File: src/rtl/vga_arb_pkg.sv
// Shared types for the VGA write-port arbiter: FSM states, grant sources and
// the buffered CPU write entry.
package vga_arb_pkg;

  localparam int unsigned ID_W    = 8;
  localparam int unsigned DATA_W  = 8;
  localparam int unsigned ENTRY_W = ID_W + DATA_W;

  typedef enum logic [1:0] {
    ARB,
    ISSUE,
    GAP
  } state_t;

  typedef enum logic {
    GNT_CPU,
    GNT_KB
  } gnt_t;

  typedef struct packed {
    logic [ID_W-1:0]   id;
    logic [DATA_W-1:0] data;
  } wr_entry_t;

endpackage

File: src/rtl/sync_fifo.sv
// Single-clock FIFO with flop storage; the head entry is always presented on rd_data.
// A push into a full FIFO is accepted only when a pop happens on the same edge.
module sync_fifo #(
  parameter int unsigned DEPTH = 4,
  parameter int unsigned WIDTH = 16
) (
  input  logic                     clk,
  input  logic                     rst,
  input  logic                     push,
  input  logic                     pop,
  input  logic [WIDTH-1:0]         wr_data,
  output logic [WIDTH-1:0]         rd_data,
  output logic [$clog2(DEPTH):0]   count,
  output logic                     full,
  output logic                     empty
);

  localparam int unsigned AW = $clog2(DEPTH);
  localparam int unsigned CW = AW + 1;

  logic [WIDTH-1:0] mem [DEPTH];
  logic [AW-1:0]    wr_ptr;
  logic [AW-1:0]    rd_ptr;
  logic             do_push;
  logic             do_pop;

  assign full    = (count == CW'(DEPTH));
  assign empty   = (count == '0);
  assign do_pop  = pop && !empty;
  assign do_push = push && (!full || do_pop);
  assign rd_data = mem[rd_ptr];

  always_ff @(posedge clk) begin
    if (do_push) mem[wr_ptr] <= wr_data;
  end

  // Pointers wrap naturally because DEPTH is a power of two.
  always_ff @(posedge clk) begin
    if (rst) begin
      wr_ptr <= '0;
      rd_ptr <= '0;
      count  <= '0;
    end else begin
      if (do_push) wr_ptr <= wr_ptr + AW'(1);
      if (do_pop)  rd_ptr <= rd_ptr + AW'(1);
      if (do_push && !do_pop)      count <= count + CW'(1);
      else if (do_pop && !do_push) count <= count - CW'(1);
    end
  end

endmodule

File: src/rtl/vga_port_arbiter.sv
// Shares the VGA register-write port between buffered CPU writes and keyboard
// req/ack writes, issuing one-cycle strobes separated by a guaranteed low gap.
module vga_port_arbiter
  import vga_arb_pkg::*;
#(
  parameter int unsigned FIFO_DEPTH = 4,
  parameter int unsigned GAP_CYCLES = 2
) (
  input  logic                          CLK,
  input  logic                          RST,
  input  logic                          CPU_WS,
  input  logic [7:0]                    CPU_ID,
  input  logic [7:0]                    CPU_DATA,
  input  logic                          KB_REQ,
  input  logic [7:0]                    KB_ID,
  input  logic [7:0]                    KB_DATA,
  output logic                          KB_ACK,
  output logic                          WRITE_STROBE,
  output logic [7:0]                    POR_ID,
  output logic [7:0]                    OUT_PORT,
  output logic [$clog2(FIFO_DEPTH):0]   FIFO_COUNT,
  output logic                          OVERFLOW,
  input  logic                          CLR_OVF
);

  localparam int unsigned GW = $clog2(GAP_CYCLES) + 1;

  state_t          state_q, state_d;
  gnt_t            last_q, last_d;
  logic [GW-1:0]   gap_q, gap_d;
  logic            strobe_q, strobe_d;
  logic            ack_q, ack_d;
  logic [7:0]      id_q, id_d;
  logic [7:0]      data_q, data_d;
  logic            ovf_q, ovf_d;

  logic            pop;
  logic            fifo_full;
  logic            fifo_empty;
  logic            cpu_pending;
  wr_entry_t       push_entry;
  wr_entry_t       head;

  assign push_entry = '{id: CPU_ID, data: CPU_DATA};
  assign cpu_pending = !fifo_empty;

  sync_fifo #(
    .DEPTH (FIFO_DEPTH),
    .WIDTH (ENTRY_W)
  ) u_cpu_fifo (
    .clk     (CLK),
    .rst     (RST),
    .push    (CPU_WS),
    .pop     (pop),
    .wr_data (push_entry),
    .rd_data (head),
    .count   (FIFO_COUNT),
    .full    (fifo_full),
    .empty   (fifo_empty)
  );

  always_ff @(posedge CLK) begin
    if (RST) begin
      state_q  <= ARB;
      last_q   <= GNT_KB;
      gap_q    <= '0;
      strobe_q <= 1'b0;
      ack_q    <= 1'b0;
      id_q     <= '0;
      data_q   <= '0;
      ovf_q    <= 1'b0;
    end else begin
      state_q  <= state_d;
      last_q   <= last_d;
      gap_q    <= gap_d;
      strobe_q <= strobe_d;
      ack_q    <= ack_d;
      id_q     <= id_d;
      data_q   <= data_d;
      ovf_q    <= ovf_d;
    end
  end

  // Next-state, grant and output-register logic.
  always_comb begin
    state_d  = state_q;
    last_d   = last_q;
    gap_d    = gap_q;
    strobe_d = 1'b0;
    ack_d    = 1'b0;
    id_d     = id_q;
    data_d   = data_q;
    pop      = 1'b0;

    unique case (state_q)
      ARB: begin
        // CPU wins when alone, or on a tie when the keyboard was served last.
        if (cpu_pending && (!KB_REQ || last_q == GNT_KB)) begin
          pop      = 1'b1;
          id_d     = head.id;
          data_d   = head.data;
          last_d   = GNT_CPU;
          strobe_d = 1'b1;
          state_d  = ISSUE;
        end else if (KB_REQ) begin
          id_d     = KB_ID;
          data_d   = KB_DATA;
          last_d   = GNT_KB;
          strobe_d = 1'b1;
          ack_d    = 1'b1;
          state_d  = ISSUE;
        end
      end
      ISSUE: begin
        gap_d   = GW'(GAP_CYCLES - 1);
        state_d = GAP;
      end
      GAP: begin
        if (gap_q == '0) state_d = ARB;
        else             gap_d   = gap_q - GW'(1);
      end
      default: state_d = ARB;
    endcase

    // A dropped write sets the flag even when a clear arrives on the same edge.
    if (CPU_WS && fifo_full && !pop) ovf_d = 1'b1;
    else if (CLR_OVF)                ovf_d = 1'b0;
    else                             ovf_d = ovf_q;
  end

  assign WRITE_STROBE = strobe_q;
  assign KB_ACK       = ack_q;
  assign POR_ID       = id_q;
  assign OUT_PORT     = data_q;
  assign OVERFLOW     = ovf_q;

endmodule

File: config.mk
export PLATFORM = sky130hd
export DESIGN_NAME = vga_port_arbiter
export DESIGN_NICKNAME = d
export VERILOG_FILES = /design/src/rtl/vga_arb_pkg.sv /design/src/rtl/sync_fifo.sv /design/src/rtl/vga_port_arbiter.sv
export SDC_FILE = /design/constraint.sdc
export NUM_CORES = 1
export LEC_CHECK = 0
export BUFFER_PORTS_ARGS = -buffer_cell sky130_fd_sc_hd__buf_2
export CAP_MARGIN = 15
export CORE_MARGIN = 2
export CORE_UTILIZATION = 51
export DETAILED_ROUTE_END_ITERATION = 8
export MAX_ROUTING_LAYER = met4
export PLACE_DENSITY = 0.82
export SYNTH_ARGS = -nofsm -noshare
export SYNTH_HDL_FRONTEND = slang
export SYNTH_HIERARCHICAL = 1
export SYNTH_SLANG_ARGS = --single-unit
File: constraint.sdc
create_clock -name CLK -period 2.9 [get_ports CLK]
set_input_delay 0.29 -clock CLK [delete_from_list [all_inputs] [get_ports CLK]]
set_output_delay 0.29 -clock CLK [all_outputs]
set_load 0.005 [all_outputs]
==> results of run 1 <==
## worst max-delay path, stage by stage (launching register included)
cell and delay (ns):
dfxtp_1 0.51, nor3_2 0.10, nor4_2 0.37, inv_1 0.11, a21boi_2 0.18, ha_1 0.20
inv_1 0.06, fa_1 0.37, xor2_1 0.16, or3_2 0.41, a21oi_1 0.15
## layout make-up
class,count,area [um^2]
Sequential cell,97,2580
Clock buffer,10,128
Clock inverter,6,51.3
Tap cell,102,128
Fill cell,592,3160
Inverter,9,33.8
Timing Repair Buffer,63,328
Multi-Input combinational cell,142,1320
## state kept, by name, summed over array words and instances (netlist names), named ones only
name and cells:
OVERFLOW 1, KB_ACK 1, u_cpu_fifo/mem 64, POR_ID 8, gap_q 2, u_cpu_fifo/count 3, u_cpu_fifo/rd_ptr 2, OUT_PORT 8
u_cpu_fifo/wr_ptr 2, WRITE_STROBE 1, last_q 1, state_q 2
## cell usage in the layout, fill, tap and decap left out, drive strengths merged, types with 10 or more instances in the layout
cell type and count:
edfxtp 64, buf 63, dfxtp 33, o21ai 20, a21oi 19, nand3b 17
mux4 16, a311oi 16, inv 12, nor2 11, clkbuf 10
## stage by stage
step | setup slack [ns] | hold slack, ns | power (mW) | cells | utilization
2_1_floorplan | 0.0661 | 0.389 | 3.05 | 269 | -
3_3_place_gp | 0.384 | 0.478 | 3.34 | 413 | 0.568
3_5_place_dp | 0.253 | 0.473 | 3.40 | 413 | 0.568
4_1_cts | 0.239 | 0.101 | 4.20 | 429 | 0.591
5_1_grt | 0.0286 | 0.0965 | 4.43 | 429 | 0.591
6_report | 0.206 | 0.117 | 4.16 | 429 | 0.591
## routing by layer
metal | wire, um | part of all wire
met1 | 3360 | 0.44
met2 | 3750 | 0.49
met3 | 429 | 0.056
met4 | 123 | 0.016
met5 | 0 | 0
## cell families (layout without fill, tap and decap cells)
group,count (synthesis),in the layout,share of synthesized area
adder cells (fa/ha/maj),7,7,0.0234
buffers and inverters,30,88,0.0431
flip-flops,97,97,0.635
AND/OR/NAND/NOR,49,49,0.0775
AO/OA/AOI/OAI,62,62,0.113
XOR/XNOR,4,4,0.00861
multiplexers,20,20,0.0997
## report_power, final
| group | internal, mW | switching [mW] |
|---|---|---|
| logic | 0.669 | 0.758 |
| registers | 1.76 | 0.171 |
| clock network | 0.326 | 0.478 |
## cell usage after synthesis, types with 2 or more instances
library cell / count / area share
a21oi_1: 19 / 0.023
a311oi_1: 6 / 0.013
a311oi_2: 10 / 0.037
and2_2: 4 / 0.0074
and3_1: 2 / 0.0031
buf_2: 7 / 0.0086
buf_6: 5 / 0.014
clkbuf_1: 6 / 0.0055
dfxtp_1: 33 / 0.16
edfxtp_1: 64 / 0.47
ha_1: 6 / 0.018
inv_1: 9 / 0.0083
mux2i_1: 3 / 0.0074
mux4_2: 16 / 0.089
nand2b_1: 4 / 0.0062
nand3b_1: 17 / 0.031
nor2_1: 11 / 0.010
nor3_1: 2 / 0.0025
o21ai_0: 19 / 0.023
o31ai_1: 2 / 0.0037
xor2_1: 4 / 0.0086
## worst paths after layout
kind | endpoint | cells past startpoint
min reg2reg | OVERFLOW | 2
max reg2reg | u_cpu_fifo/count[2] | 10
min | OVERFLOW | 2
max | u_cpu_fifo/count[2] | 10
==> metrics.txt, run 1 <==
flops & latches, synth=97; GP Congestion=~0.74; Post-CTS Hold Buffers=0; met1 Use GR=0.257; Leak Pwr=1.62 nW; crit path launch type=flip-flop; Crit Path Class=flip-flop to flip-flop; synthesis-to-layout area growth=12.4%; HP Class=primary input to flip-flop; later-pin clock latency in the skew report=around 0.36 ns; DR iter-0 viols=around 110; mapped cell area=0.00407 mm^2; syn_area_per_cell=15.1 um^2; origin of the critical flop-to-flop path=u_cpu_fifo/count[0]; Max-slew headroom=0.446; WP data arrival=slightly below 3 ns; synth warn=6; IO Count=59; Cell Pwr Density=911 mW/mm^2; top_reg_cell synth=edfxtp_1; diodes inserted=0; Residual DRC=0; CTS Sinks=just under 100; number of I/O port buffers=58; met3 GRT Util=0.0475; status=finished, final reports clean; drt first pass iters=4; CTS tree=yes; Synth cell types=a little over 40; GR peak layer=met2; number of synthesized flops with an enable pin=64; Fin Setup TNS=0 ns; initial antenna violation count=0; measured slew at the worst slew-check pin=approximately 0.83 ns; FP Rows=32; Period minus WS final=2.69 ns; GRT Residual Overflow=0; worst-case clock buffer depth=2; DIE WIDTH=around 93 um; cell area after layout=roughly 0.0046 mm^2; max_cap viols=0; Cell Area, Placed=around 0.0044 mm^2; Post-DRT Antenna Nets=0; CTS Root Cell=clkbuf_8; largest net degree at the start of global routing=36; vias per inst=around 5.6; Detailed Route WL=about 7.7 mm; Max Freq=~370 MHz; Die Y=just over 90 um; first-pass GRT wire length=~13 mm; Cells after Synth=about 270; Worst Setup SP=u_cpu_fifo/count[0]; hold violation count in the final report=0; CTS resizes=0; core outline area=~0.0077 mm^2; final setup fails=0; fraction of layout cells with a size suffix above 1=0.355; # H-tree levels=3; Synthesized Nets=~310; Num CTS Buffers=9; Final Skew=0.00927 ns; CP max FO=7; Required @ worst endpoint=about 3.2 ns; met2 global-route usage=0.309; clk slew on worst S/H paths=0.10 ns; RSZ-0062 raised after global routing=no; post-DP HPWL=between 5 and 6 mm; Seq/Total Area, Yosys=0.635; DR vias=between 2000 and 2500; die area=slightly below 0.009 mm^2; drt wl/cell=approximately 18 um; postcts setup bufs=0; final net count=between 300 and 400; Reg2Reg Setup Slack=~0.21 ns; critical path endpoint category=flip-flop; Total Routing Usage GR=0.199; Synth async-reset ratio=0; vias in the first global route=~2400; Starting Density=0.526; part of the cycle the worst path needs=0.929; worst hold start=CLR_OVF; Peak VDD IR=0.336 mV; Pins Over Slew Limit=0
No activity file was read; power rests on OpenSTA's default activity.
==> run 2, diff against run 1 <==
- BUFFER_PORTS_ARGS: -buffer_cell sky130_fd_sc_hd__buf_2 -> -buffer_cell sky130_fd_sc_hd__buf_4
- SKIP_CTS_REPAIR_TIMING: not set -> 1
==> run 2 against run 1 <==
Against the previous run:
- wire length about the same
- die area stayed put
- worst hold slack lost 0.0053 ns
- setup slack better by 0.027 ns
- power up 3.7%
- combinational power rose by 6%
- cell count did not move
- cell area grew 3.6%
- via count rose by 0.29%
- global-route usage down 1.1 points
- clock skew is 0.0090 ns higher
- sequential power barely moved
- highest routed layer unchanged
==> metrics.txt, run 2 (synthesis results as in run 1) <==
critical path endpoint category=flip-flop; diodes inserted=0 (unchanged); hold violation count in the final report=0 (unchanged); Final Skew=0.0183 ns (+0.00899 ns); Sequential Power Share=0.449 (-0.015); switching share of total power=0.338 (+0.000373); status=finished, final reports clean; clk slew on worst S/H paths=0.10 ns (about the same); final net count=366 (unchanged); Required @ worst endpoint=3.20 ns (about the same); GRT Residual Overflow=0 (unchanged); clock power share=0.200 (+0.007); DIE WIDTH=93.3 um (unchanged); post-DP HPWL=5.15 mm (+0.43%); drt wl/cell=17.8 um (about the same); Worst Setup SP=u_cpu_fifo/count[0]; Fillers=593 (+0.17%); Die Y=93.3 um (unchanged); Slowest-stage cell, CP=dfxtp_1; PnR worst setup slack=0.234 ns (+0.0274 ns); Num CTS Buffers=9 (unchanged); Comb pwr share=0.352 (+0.009); DR vias=2402 (+0.29%); Reg2Reg Setup Slack=0.23 ns (+0.03 ns); Pins Over Slew Limit=0 (unchanged); Pwr Total=4.31 mW (+3.7%); CTS Sinks=97 (unchanged); IO Count=59 (unchanged); vias in the first global route=2376 (-2.7%); CTS tree=yes; Critical Path, Cell by Cell=nor3_2, nor4_2, inv_1, a21boi_2, ha_1, inv_1, fa_1, xor2_1, or3_2, a21oi_1; Fin Setup TNS=0 ns (unchanged); max reg flops=64 (unchanged); max_cap viols=0 (unchanged); RSZ-0062 raised after global routing=no; FP Rows=32 (unchanged); cell family with most CP delay=simple AND/OR/NAND/NOR gates; origin of the critical flop-to-flop path=u_cpu_fifo/count[0]; core outline area=0.00773 mm^2 (unchanged); # H-tree levels=3 (unchanged); most frequent CP cell=inv_1; worst-case clock buffer depth=2 (unchanged); vias per inst=5.60 (+0.29%); CTS Root Cell=clkbuf_8; Max-slew headroom=0.491 (+0.0450); measured slew at the worst slew-check pin=0.762 ns (-0.0675 ns); Final Hold Slack=0.112 ns (-0.00533 ns); final setup fails=0 (unchanged); HP Class=primary input to flip-flop; DR iter-0 viols=132 (+16%); Detailed Route WL=7.65 mm (about the same); later-pin clock latency in the skew report=0.37 ns (about the same); Post-DRT Antenna Nets=0 (unchanged); initial antenna violation count=0 (unchanged); Max Freq=375 MHz (+1.0%); Register-to-Register Path Depth=10 (unchanged); fraction of layout cells with a size suffix above 1=0.358 (+0.00306); crit-path max cell delay=0.52 ns (about the same); Cell Pwr Density=911 mW/mm^2 (about the same); internal power=2.85 mW (+3.6%); Total Routing Usage GR=0.189 (-0.0106); drt first pass iters=4 (unchanged); largest net degree at the start of global routing=36 (unchanged); Worst R2R End=u_cpu_fifo/count[2]; CP max FO=7 (unchanged); Top reg by flops=u_cpu_fifo/mem; GP Congestion=0.784 (+6.1%); Place WS=0.295 ns (+0.0415 ns); Psw=1.46 mW (+3.8%); critical path depth=10 (unchanged); number of I/O port buffers=58 (unchanged); Crit Path Class=flip-flop to flip-flop; die area=0.00870 mm^2 (unchanged); commonest cells after routing, fill and taps aside=64 x edfxtp_1, 63 x buf_4, 33 x dfxtp_1; Starting Density=0.526 (unchanged); buffer and inverter count on the worst path=2 (unchanged); Residual DRC=0 (unchanged); Peak VDD IR=0.283 mV (-16%); first-pass GRT wire length=12.0 mm (-4.3%); Leak Pwr=1.67 nW (+2.8%); commonest non-fill, non-tap cell in the layout=edfxtp_1; crit path launch type=flip-flop; CP endpoint=u_cpu_fifo/count[2]; Period minus WS final=2.67 ns (-0.0274 ns); synthesis-to-layout area growth=16.4%; WP data arrival=2.96 ns (-0.02 ns); part of the cycle the worst path needs=0.919 (-0.00945)
## run 2: power groups by stage
stage               Combinational (mW)  Sequential, mW  Clock [mW]
floorplan                         1.13            1.92           0
global placement                  1.49            1.95           0
detailed placement                1.52            1.97           0
CTS                               1.53            1.94       0.876
global route                      1.67            1.97       0.930
finish                            1.52            1.94       0.861
## run 2: per-stage QoR
stage	instance area, um^2	std cells	utilization
2_1_floorplan	4070	269	-
3_3_place_gp	4540	413	0.587
3_5_place_dp	4540	413	0.587
4_1_cts	4730	429	0.613
5_1_grt	4730	429	0.613
6_report	4730	429	0.613
## run 2: worst register-to-register path, stage by stage, from the launching register on
cell      delay, ns
dfxtp_1        0.52
nor3_2         0.10
nor4_2         0.37
inv_1          0.10
a21boi_2       0.18
ha_1           0.20
inv_1          0.06
fa_1           0.37
xor2_1         0.15
or3_2          0.40
a21oi_1        0.15
## run 2: area by class of cell
cell class	count	area, um^2	area share
Tap cell	102	128	0.0270
Timing Repair Buffer	63	473	0.0999
Clock buffer	9	124	0.0262
Multi-Input combinational cell	142	1320	0.279
Inverter	9	33.8	0.00714
Clock inverter	7	73.8	0.0156
Sequential cell	97	2580	0.545
## run 2: how the worst min path moves through the flow
stage	start	slack, ns	to	cells after the start
after global routing	CPU_ID[2]	0.10	u_cpu_fifo/mem[1][10]	1
final	CLR_OVF	0.11	OVERFLOW	2
after CTS	CLR_OVF	0.1	OVERFLOW	2
after global placement	OVERFLOW	0.48	OVERFLOW	2
after floorplan	CPU_DATA[0]	0.39	u_cpu_fifo/mem[0][0]	0
after detailed placement	OVERFLOW	0.48	OVERFLOW	2
## run 2: metal layers
layer / track usage / vias to the layer above / wire, um
li1: - / 1141 / -
met1: 0.244 / 1197 / 3390
met2: 0.302 / 54 / 3890
met3: 0.0363 / 10 / 253
met4: 0.0674 / 0 / 120
met5: - / - / 0
==> run 3, diff against run 2 <==
- CAP_MARGIN: 15 -> not set
- SETUP_SLACK_MARGIN: not set -> 0.5
- SYNTH_HIERARCHICAL: 1 -> not set
==> run 3 against run 2 <==
Against the previous run:
- synthesized area decreased by 3.3%
- clock skew shrank 0.0099 ns
- sequential share of layout area increased by 1.6 points
- via count decreased by 3.7%
- cell count stayed put
- register-to-register slack gained 0.38 ns
- core utilization is 0.76 points lower
- sequential power fell by 5%
- combinational power is 11% lower
- power is 8.9% lower
- largest cell class unchanged
==> metrics.txt, run 3 <==
largest cells by area after synthesis=edfxtp_1 49%, dfxtp_1 17%, mux4_2 9.2%; Top reg by flops=u_cpu_fifo.mem; PnR worst setup slack=0.614 ns (+0.381 ns); IO Count=59 (unchanged); top-area cell type share of the netlist area=0.489 (+0.0159); number of I/O port buffers=58 (unchanged); Die Y=91.8 um (-1.6%); HP Class=primary input to flip-flop; largest net degree at the start of global routing=33 (-8.3%); commonest cells after routing, fill and taps aside=65 x buf_4, 64 x edfxtp_1, 33 x dfxtp_1; Final Skew=0.00839 ns (-0.00987 ns); DR iter-0 viols=120 (-9.1%); list of most frequent post-synthesis cells=64 x edfxtp_1, 33 x dfxtp_1, 27 x nor2_1; buffer and inverter count on the worst path=1 (-1); Num CTS Buffers=9 (unchanged); DIE WIDTH=91.8 um (-1.6%); max reg flops=64 (unchanged); Pins Over Slew Limit=0 (unchanged); Slowest-stage cell, CP=or3_4; post-DP HPWL=4.85 mm (-5.9%); Seq/Total Area, Yosys=0.656 (+0.0214); Cell Area, Placed=0.00442 mm^2 (-2.7%); flops & latches, synth=97 (unchanged); critical path endpoint category=flip-flop; vias in the first global route=2286 (-3.8%); vias per inst=5.39 (-3.7%); Residual DRC=0 (unchanged); initial antenna violation count=0 (unchanged); CTS tree=yes; core outline area=0.00761 mm^2 (-1.6%); Reg2Reg Setup Slack=0.61 ns (+0.38 ns); mapped cell area=0.00393 mm^2 (-3.3%); GR peak layer=met2; die area=0.00843 mm^2 (-3.1%); Cells after Synth=261 (-3.0%); max_cap viols=0 (unchanged); final net count=366 (unchanged); worst-case clock buffer depth=2 (unchanged); Max Freq=438 MHz (+17%); Total Routing Usage GR=0.180 (-0.00868); number of synthesized flops with an enable pin=64 (unchanged); Pwr Total=3.93 mW (-8.9%); Post-DRT Antenna Nets=0 (unchanged); met3 GRT Util=0.0329 (-0.00339); Fin Setup TNS=0 ns (unchanged); CP max FO=6 (-1); Synth cell types=40 (-2.4%); Crit Path Class=flip-flop to flip-flop; crit path launch type=flip-flop; later-pin clock latency in the skew report=0.35 ns (-0.02 ns); CTS Sinks=97 (unchanged); top_reg_cell synth=edfxtp_1; met2 global-route usage=0.284 (-0.0179); diodes inserted=0 (unchanged); Leak Pwr=1.69 nW (+1.3%); drt first pass iters=4 (unchanged); hold violation count in the final report=0 (unchanged); Detailed Route WL=7.21 mm (-5.8%); GRT Residual Overflow=0 (unchanged); Place WS=0.400 ns (+0.106 ns); CTS Root Cell=clkbuf_8; Period minus WS final=2.29 ns (-0.381 ns); status=finished, final reports clean; Max-slew headroom=0.499 (+0.00784); Synth async-reset ratio=0 (unchanged); commonest non-fill, non-tap cell in the layout=buf_4; syn_area_per_cell=15.1 um^2 (-0.30%); Synthesized Nets=305 (-2.6%); WP data arrival=2.57 ns (-0.39 ns); part of the cycle the worst path needs=0.788 (-0.131); final setup fails=0 (unchanged); # H-tree levels=3 (unchanged); first-pass GRT wire length=11.2 mm (-6.8%); Peak VDD IR=0.336 mV (+19%); cell area after layout=0.00460 mm^2 (-2.8%); number of non-filler instances in the completed layout=429 (unchanged); fraction of layout cells with a size suffix above 1=0.333 (-0.0245); clk slew on worst S/H paths=0.09 ns (about the same); cell family with most CP delay=simple AND/OR/NAND/NOR gates; Cells after DPL=411 (-0.48%); Critical Path, Cell by Cell=or3_4, nand3_2, ha_1, inv_1, fa_1, xor2_1, or3_1, a21oi_1; drt wl/cell=16.8 um (-5.8%); measured slew at the worst slew-check pin=0.751 ns (-0.0117 ns); met1 Use GR=0.230 (-0.0143); synth warn=0 (-6); largest area contributor in the netlist=edfxtp_1; GP Congestion=0.823 (+5.1%); count leader, synth=edfxtp_1; synthesis-to-layout area growth=17.0%; DR vias=2313 (-3.7%); Required @ worst endpoint=3.19 ns (about the same); Cell Pwr Density=854 mW/mm^2 (-6.3%); FP Rows=32 (unchanged); crit-path max cell delay=0.42 ns (-0.10 ns); Starting Density=0.517 (-0.00913); RSZ-0062 raised after global routing=no
run 3: cell count changes in the layout (fill, tap and decap cells not counted), moves of 3 or more:
cell | previous run | this run
nand3_1 | 1 | 18
nand3b_1 | 17 | 1
nor2_1 | 11 | 27
a21oi_1 | 19 | 4
nand2_1 | 1 | 16
o21ai_0 | 19 | 6
and2_2 | 4 | 0
clkinvlp_4 | 0 | 3
inv_6 | 3 | 0
nand2b_1 | 4 | 1
run 3: area by class of cell:
class | count | area (um^2)
fillers | 613 | 3000
multi-input cells | 141 | 1210
well taps | 102 | 128
clock inverters | 6 | 35.0
inverters | 8 | 30.0
repair buffers | 65 | 488
clock buffers | 10 | 128
flip-flops and latches | 97 | 2580
run 3: path summary, 6_finish.rpt:
| path | startpoint | to | cells after the start |
|---|---|---|---|
| min reg2reg | OUT_PORT[4] | OUT_PORT[4] | 2 |
| max reg2reg | u_cpu_fifo.count[1] | u_cpu_fifo.count[2] | 8 |
| min | CPU_DATA[3] | u_cpu_fifo.mem[3][3] | 1 |
| max | u_cpu_fifo.count[1] | u_cpu_fifo.count[2] | 8 |
run 3: metrics by stage:
| stage | hold slack [ns] | utilization |
|---|---|---|
| 6_report | 0.139 | 0.605 |
| 5_1_grt | 0.126 | 0.605 |
| 4_1_cts | 0.125 | 0.602 |
| 3_5_place_dp | 0.482 | 0.580 |
| 3_3_place_gp | 0.480 | 0.580 |
| 2_1_floorplan | 0.389 | - |
run 3: cells by family after synthesis:
| group | after synthesis | synth area share |
|---|---|---|
| flops | 97 | 0.656 |
| simple gates | 78 | 0.0977 |
| xor+xnor | 4 | 0.00890 |
| buf+inv | 24 | 0.0398 |
| compound gates | 32 | 0.0738 |
| mux | 19 | 0.0992 |
| fa+ha+maj | 7 | 0.0242 |
run 3: report_power, final:
group          total [mW]  internal, mW  switching, mW
logic                1.35         0.647          0.701
clock network       0.734         0.304          0.430
registers            1.85          1.70          0.148
run 3: routing by layer:
layer	wire length, um	vias up
li1	-	1109
met1	3200	1144
met2	3570	49
met3	309	11
met4	131	0
met5	0	-
